### src/rtl/cont_cres_bcd.sv
`default_nettype none
// +--------------------------------------------------------------------+
// | cont_cres_bcd: two-digit BCD up counter, programmable modulus,     |
// | preset load, sticky target-reached flag and cascadable terminal.   |
// | Revision: 1.0                                                      |
// +--------------------------------------------------------------------+
module cont_cres_bcd #(
  parameter int MOD = 60
) (
  input  logic       Clk,
  input  logic       Rst,
  input  logic       En,
  input  logic       Load,
  input  logic [3:0] LdT,
  input  logic [3:0] LdU,
  input  logic [3:0] TgtT,
  input  logic [3:0] TgtU,
  output logic [3:0] QT,
  output logic [3:0] QU,
  output logic       Tc,
  output logic       Done
);

  localparam logic [3:0] MAX_T = 4'((MOD - 1) / 10);
  localparam logic [3:0] MAX_U = 4'((MOD - 1) % 10);
  localparam logic [7:0] MOD_V = 8'(MOD);

  // A value is usable only if both digits are BCD and it lies inside the count range.
  function automatic logic bcd_in_range(input logic [3:0] t, input logic [3:0] u);
    logic [7:0] val;
    val = ({4'd0, t} * 8'd10) + {4'd0, u};
    bcd_in_range = (t <= 4'd9) && (u <= 4'd9) && (val < MOD_V);
  endfunction

  logic       at_max;
  logic       ld_ok;
  logic       tgt_ok;
  logic [3:0] nxt_t;
  logic [3:0] nxt_u;
  logic       hit;

  assign at_max = (QT == MAX_T) && (QU == MAX_U);
  assign ld_ok  = bcd_in_range(LdT, LdU);
  assign tgt_ok = bcd_in_range(TgtT, TgtU);
  assign Tc     = En & at_max;

  always_comb begin
    nxt_t = QT;
    nxt_u = QU;
    if (at_max) begin
      nxt_t = 4'd0;
      nxt_u = 4'd0;
    end else if (QU == 4'd9) begin
      nxt_t = QT + 4'd1;
      nxt_u = 4'd0;
    end else begin
      nxt_u = QU + 4'd1;
    end
  end

  assign hit = tgt_ok && (nxt_t == TgtT) && (nxt_u == TgtU);

  always_ff @(posedge Clk) begin
    if (Rst) begin
      QT   <= 4'd0;
      QU   <= 4'd0;
      Done <= 1'b0;
    end else if (Load) begin
      QT   <= ld_ok ? LdT : 4'd0;
      QU   <= ld_ok ? LdU : 4'd0;
      Done <= 1'b0;
    end else if (En) begin
      QT <= nxt_t;
      QU <= nxt_u;
      // Only an increment can set the flag; it is sticky until Rst or Load.
      if (hit) begin
        Done <= 1'b1;
      end
    end
  end

endmodule
`default_nettype wire
### config.mk
export PLATFORM = sky130hd
export DESIGN_NAME = cont_cres_bcd
export DESIGN_NICKNAME = d
export VERILOG_FILES = /design/src/rtl/cont_cres_bcd.sv
export SDC_FILE = /design/constraint.sdc
export NUM_CORES = 1
export LEC_CHECK = 0
export ABC_AREA = 1
export CAP_MARGIN = 20
export CORE_MARGIN = 1.5
export CORE_UTILIZATION = 53
export CTS_BUF_LIST = sky130_fd_sc_hd__clkbuf_16
export DETAILED_ROUTE_END_ITERATION = 10
export MAX_ROUTING_LAYER = met4
export PLACE_DENSITY = 0.85
export SKIP_LAST_GASP = 1
export SLEW_MARGIN = 10
export SYNTH_ARGS = -nofsm -noshare
export SYNTH_HDL_FRONTEND = slang
export SYNTH_SLANG_ARGS = --single-unit
### constraint.sdc
create_clock -name Clk -period 2.4 [get_ports Clk]
set_input_delay 0.48 -clock Clk [delete_from_list [all_inputs] [get_ports Clk]]
set_output_delay 0.48 -clock Clk [all_outputs]
set_load 0.1 [all_outputs]
== After elaboration in Yosys (flattened, before gate mapping) ==
Cells that the tools add are included.
W data, S select, Z words.
Word-level totals
  bits in registers: 9
  input port bits: 20
  output and inout bits: 10
  word-level logic and storage cells: 40
Operators by class
  add/subtract/negate cells: 4
  multiply operators: 2
  order comparisons: 6
  equal/unequal tests: 4
  muxes and demuxes: 10
  bitwise logic cells: 1
  reductions and logical operators: 10
Operator list (count)
  $mux W4: 10
  $add A8 B4 Y8: 2
  $le A4 B4 Y1 const B: 4
  $lt A8 B6 Y1 const B: 2
  $mul A4 B3 Y7 const B: 2
  $add A4 B1 Y4 const B: 2
  $eq A4 B4 Y1: 2
  $logic_and A1 B1 Y1: 7
  $eq A4 B3 Y1 const B: 1
  $eq A4 B4 Y1 const B: 1
  $reduce_and A2 Y1: 1
  $reduce_bool A2 Y1: 1
  $reduce_or A2 Y1: 1
  $and A1 B1 Y1: 1

== Logic depth before layout (Yosys ltp) ==
  depth after elaboration: 7
  depth in mapped cells: 13

== Least setup slack after synthesis ==
OpenSTA, ideal clock, no wires.
  path type: register to output
  start point: register QU[0]
  end point: output Tc
  arrival time: 3.094 ns
  setup slack: -1.174 ns
  cell stages (with the launch flop): 6
  cells stage by stage: dfxtp_1 ha_1 nand2_4 nor2_8 nand3_4 nor2_1
On the way
  word-level cells in the longest chain between the ends: 3
Ends and longest elaborated chain
  start, declared: RTL line 19  | output logic [3:0] QU,
  start signal, assigned: RTL line 70  | QU <= ld_ok ? LdU : 4'd0;
  start signal, assigned: RTL line 74  | QU <= nxt_u;
  $eq A4 B4 Y1: RTL line 42  | assign at_max = (QT == MAX_T) && (QU == MAX_U);
  $logic_and A1 B1 Y1: RTL line 42
  $and A1 B1 Y1: RTL line 45  | assign Tc = En & at_max;
  end, declared: RTL line 20  | output logic Tc,
No other way between the ends.

== Final worst setup path ==
  start point: input LdT[0]
  end point: register QT[0]
On the way
  word-level cells in the longest chain between the ends: 6
  elaborated cells between the ends (all ways): 8
  those cells by class: 1 x add/sub; 1 x mul; 2 x order compare; 2 x mux; 2 x reduce/logical
Ends and longest elaborated chain
  start, declared: RTL line 14  | input logic [3:0] LdT,
  $mul A4 B3 Y7: RTL line 31  | val = ({4'd0, t} * 8'd10) + {4'd0, u};
  $add A8 B4 Y8: RTL line 31
  $lt A8 B6 Y1: RTL line 32  | bcd_in_range = (t <= 4'd9) && (u <= 4'd9) && (val < MOD_V);
  $logic_and A1 B1 Y1: RTL line 32
  $mux W4 *: RTL line 69  | QT <= ld_ok ? LdT : 4'd0;
  $mux W4 *: RTL line 68  | end else if (Load) begin
  end signal, assigned: RTL line 69
  end signal, assigned: RTL line 73  | QT <= nxt_t;
  end, declared: RTL line 18  | output logic [3:0] QT,
Mark *: on every way between the ends. The rest lies on a longest branch, timed or not.
A chain may end at the register's enable or synchronous reset.

==> impl_metrics.py <==
metrics = {
    "synth": {
        "syn_nets": 299,
        "ys_ff_latch": 9,
        "synthTopCellsByArea": "nand2_1, ha_1, dfxtp_1",
        "yosysTopAreaCell": "nand2_1",
        "synth-edff-count": 0,
        "seq_area_frac_synth_pct": 11.7,
        "synth_most_common_cell": "nand2_1",
        "synthCells": 259,
        "synth_top_area_share_pct": 16.8,
        "ys.flop_type": "dfxtp_1",
        "ys_types": 27,
        "async_reset_ff_share_pct": 0,
        "synth.avg_cell_area_sq_um": 5.95,
        "synth_common_cells": "nand2_1, inv_1, nand3_1, nor2_1, o21ai_0",
        "yosys_warnings": 0,
        "syn_area_sq_mm": 0.00154,
    },
    "setup_path": {
        "worstPathArrival_ns": 2.41,
        "cp-start-kind": "primary input",
        "rr_worst_depth": 12,
        "endpoint_kind": "flip-flop",
        "rr_endpoint": "Done",
        "r2r_slack_ns": 0.63,
        "critPathMaxFanout": 8,
        "worstSetupPathType": "in2reg",
        "crit_start": "LdT[0]",
        "worstPathRequired_ns": 2.51,
        "crit_end": "QT[0]",
        "r2r_start": "QU[1]",
    },
    "timing": {
        "worstMarginPinSlew_ns": 0.396,
        "slew_headroom_pct": 73.6,
        "drv_slew": 0,
        "fmax_mhz": 435,
        "post-route-period-util_pct": 95.8,
        "min_period_ns": 2.30,
        "setup_viol": 0,
        "hold_violations": 0,
        "fin_skew_ns": 0.000178,
    },
    "placement": {
        "hpwl_mm": 3.27,
        "dp.cells": 340,
        "place.port_buffers": 29,
        "place_congestion": 0.887,
    },
    "floorplanning": {
        "core_sq_mm": 0.00276,
        "die_h_um": 56.9,
        "die_w_um": 56.9,
        "io_pins": 30,
        "die-area_sq_mm": 0.00324,
        "rows": 19,
        "start_util_pct": 55.9,
    },
    "global_route": {
        "grt_max_degree": 16,
        "global_route.overflow_total": 0,
        "grt_first_pass_wirelength_mm": 7.38,
        "grt_util_all_layers_pct": 28.7,
        "antenna_found_initial": 0,
        "grt_pass1_vias": 1819,
    },
    "cts": {
        "hold_buffers": 0,
        "htree_levels": 1,
        "clock_path_buffers": 2,
        "cts_tree": "yes",
        "clkLatencyLatePin_ns": 0.23,
        "root_buffer": "clkbuf_16",
        "clk_pin_slew_ns": 0.04,
        "cts_sinks": 9,
        "numCtsBuffers": 3,
    },
    "min_path": {
        "hp-start": "Done",
        "hp-class": "reg2reg",
    },
    "detailed_routing": {
        "vias": 1951,
        "first_iter_violations": 86,
        "vias_per_cell": 5.59,
        "detail_route.wl_per_cell_um": 12.8,
        "routed_wirelength_mm": 4.46,
        "firstDrtPassIters": 5,
        "drcViolationCount": 0,
        "ant_nets": 0,
    },
    "power_and_ir_drop": {
        "power.leakage_nw": 1.16,
        "cellPowerDensity_mw_per_mm2": 420,
        "ir_worst_vdd_mv": 0.322,
        "p_total_mw": 0.927,
    },
    "final_layout": {
        "fillers": 180,
        "layout.nets": 359,
        "seqCellArea_sq_um": 189,
        "antenna_cells": 0,
        "stdcell_count": 349,
        "multi_input_area_sq_mm": 0.00123,
        "drive_gt1_share_pct": 24.2,
        "syn_to_final_growth_pct": 43.2,
    },
    "flow_run": {
        "maxCapViolCount": 0,
    },
    "run_status": {
        "status": "finished, final reports clean",
    },
}
state kept, by name (all words and copies together), names as in the netlist:
name,count
QT,4
QU,4
Done,1
layout by cell type, fill, tap and decap left out, drive strengths merged:
| cell | count |
|---|---|
| nand2 | 72 |
| inv | 50 |
| buf | 39 |
| nand3 | 26 |
| nor2 | 25 |
| o21ai | 17 |
| ha | 16 |
| a21oi | 14 |
| nand4 | 13 |
| clkdlybuf4s50 | 11 |
| dfxtp | 9 |
| dlygate4sd2 | 5 |
| clkbuf | 5 |
| fa | 4 |
| xor2 | 3 |
| nand3b | 2 |
| nor3b | 1 |
| o21bai | 1 |
| o31ai | 1 |
| o211ai | 1 |
| a21o | 1 |
| a31oi | 1 |
| clkdlybuf4s15 | 1 |
timing repair:
action	CTS	global route
resized for setup	19	11
setup endpoints to repair	9	9
pin swaps	11	18
buffers inserted	4	1
worst min path at each step:
stage               endpoint  slack, ns  cells after the start
global route            Done       0.48                      2
detailed placement      Done       0.46                      2
global placement        Done       0.46                      2
CTS                     Done       0.46                      2
floorplan              QU[0]       0.63                      2
finish                  Done       0.47                      2
cell families (layout without fill, tap and decap cells):
family          Yosys count  after routing  share of synthesized area [%]
compound gates           36             36                           12.9
xor+xnor                  3              3                           1.71
buf+inv                  52            111                           12.7
simple gates            139            139                           42.8
flops                     9              9                           11.7
fa+ha+maj                20             20                           18.2
metrics by stage:
| stage | area (sq um) | utilization, % | worst slack, ns | TNS [ns] | hold WS, ns |
|---|---|---|---|---|---|
| after CTS | 2170 | 78.6 | 0.00979 | 0 | 0.462 |
| final | 2210 | 80.0 | 0.100 | 0 | 0.466 |
| after detailed placement | 2040 | 74.0 | -0.513 | -4.14 | 0.464 |
| after floorplan | 1560 | - | 0.158 | 0 | 0.632 |
| after global routing | 2210 | 80.0 | -0.00309 | -0.00309 | 0.483 |
| after global placement | 2040 | 74.0 | -0.432 | -3.75 | 0.457 |
area by class of cell:
cell class / count / share of cell area, %
tap: 31 / 1.76
inverter: 49 / 8.34
timing repair buffer: 58 / 21.9
sequential: 9 / 8.56
clock inverter: 1 / 0.170
clock buffer: 3 / 3.40
multi-input combinational: 198 / 55.9
layer usage:
metal | global-route usage (%) | part of all wire (%)
met4 | 8.64 | 2.2
met1 | 34.0 | 40
met5 | - | 0
met3 | 3.69 | 7.1
met2 | 50.2 | 50
critical path, cell delays in order:
cell,delay (ns)
dlygate4sd2_1,0.24
ha_2,0.17
ha_2,0.18
inv_2,0.04
fa_2,0.54
inv_2,0.05
nand2_2,0.08
nand2_1,0.06
nor2_1,0.13
nand3_2,0.19
nand4_1,0.18
a21oi_2,0.07
report_power, final:
part | internal [mW] | total [mW] | switching (mW)
logic | 0.176 | 0.456 | 0.280
registers | 0.161 | 0.182 | 0.0206
clock network | 0.218 | 0.289 | 0.0717
(Power assumes the default switching activity.)
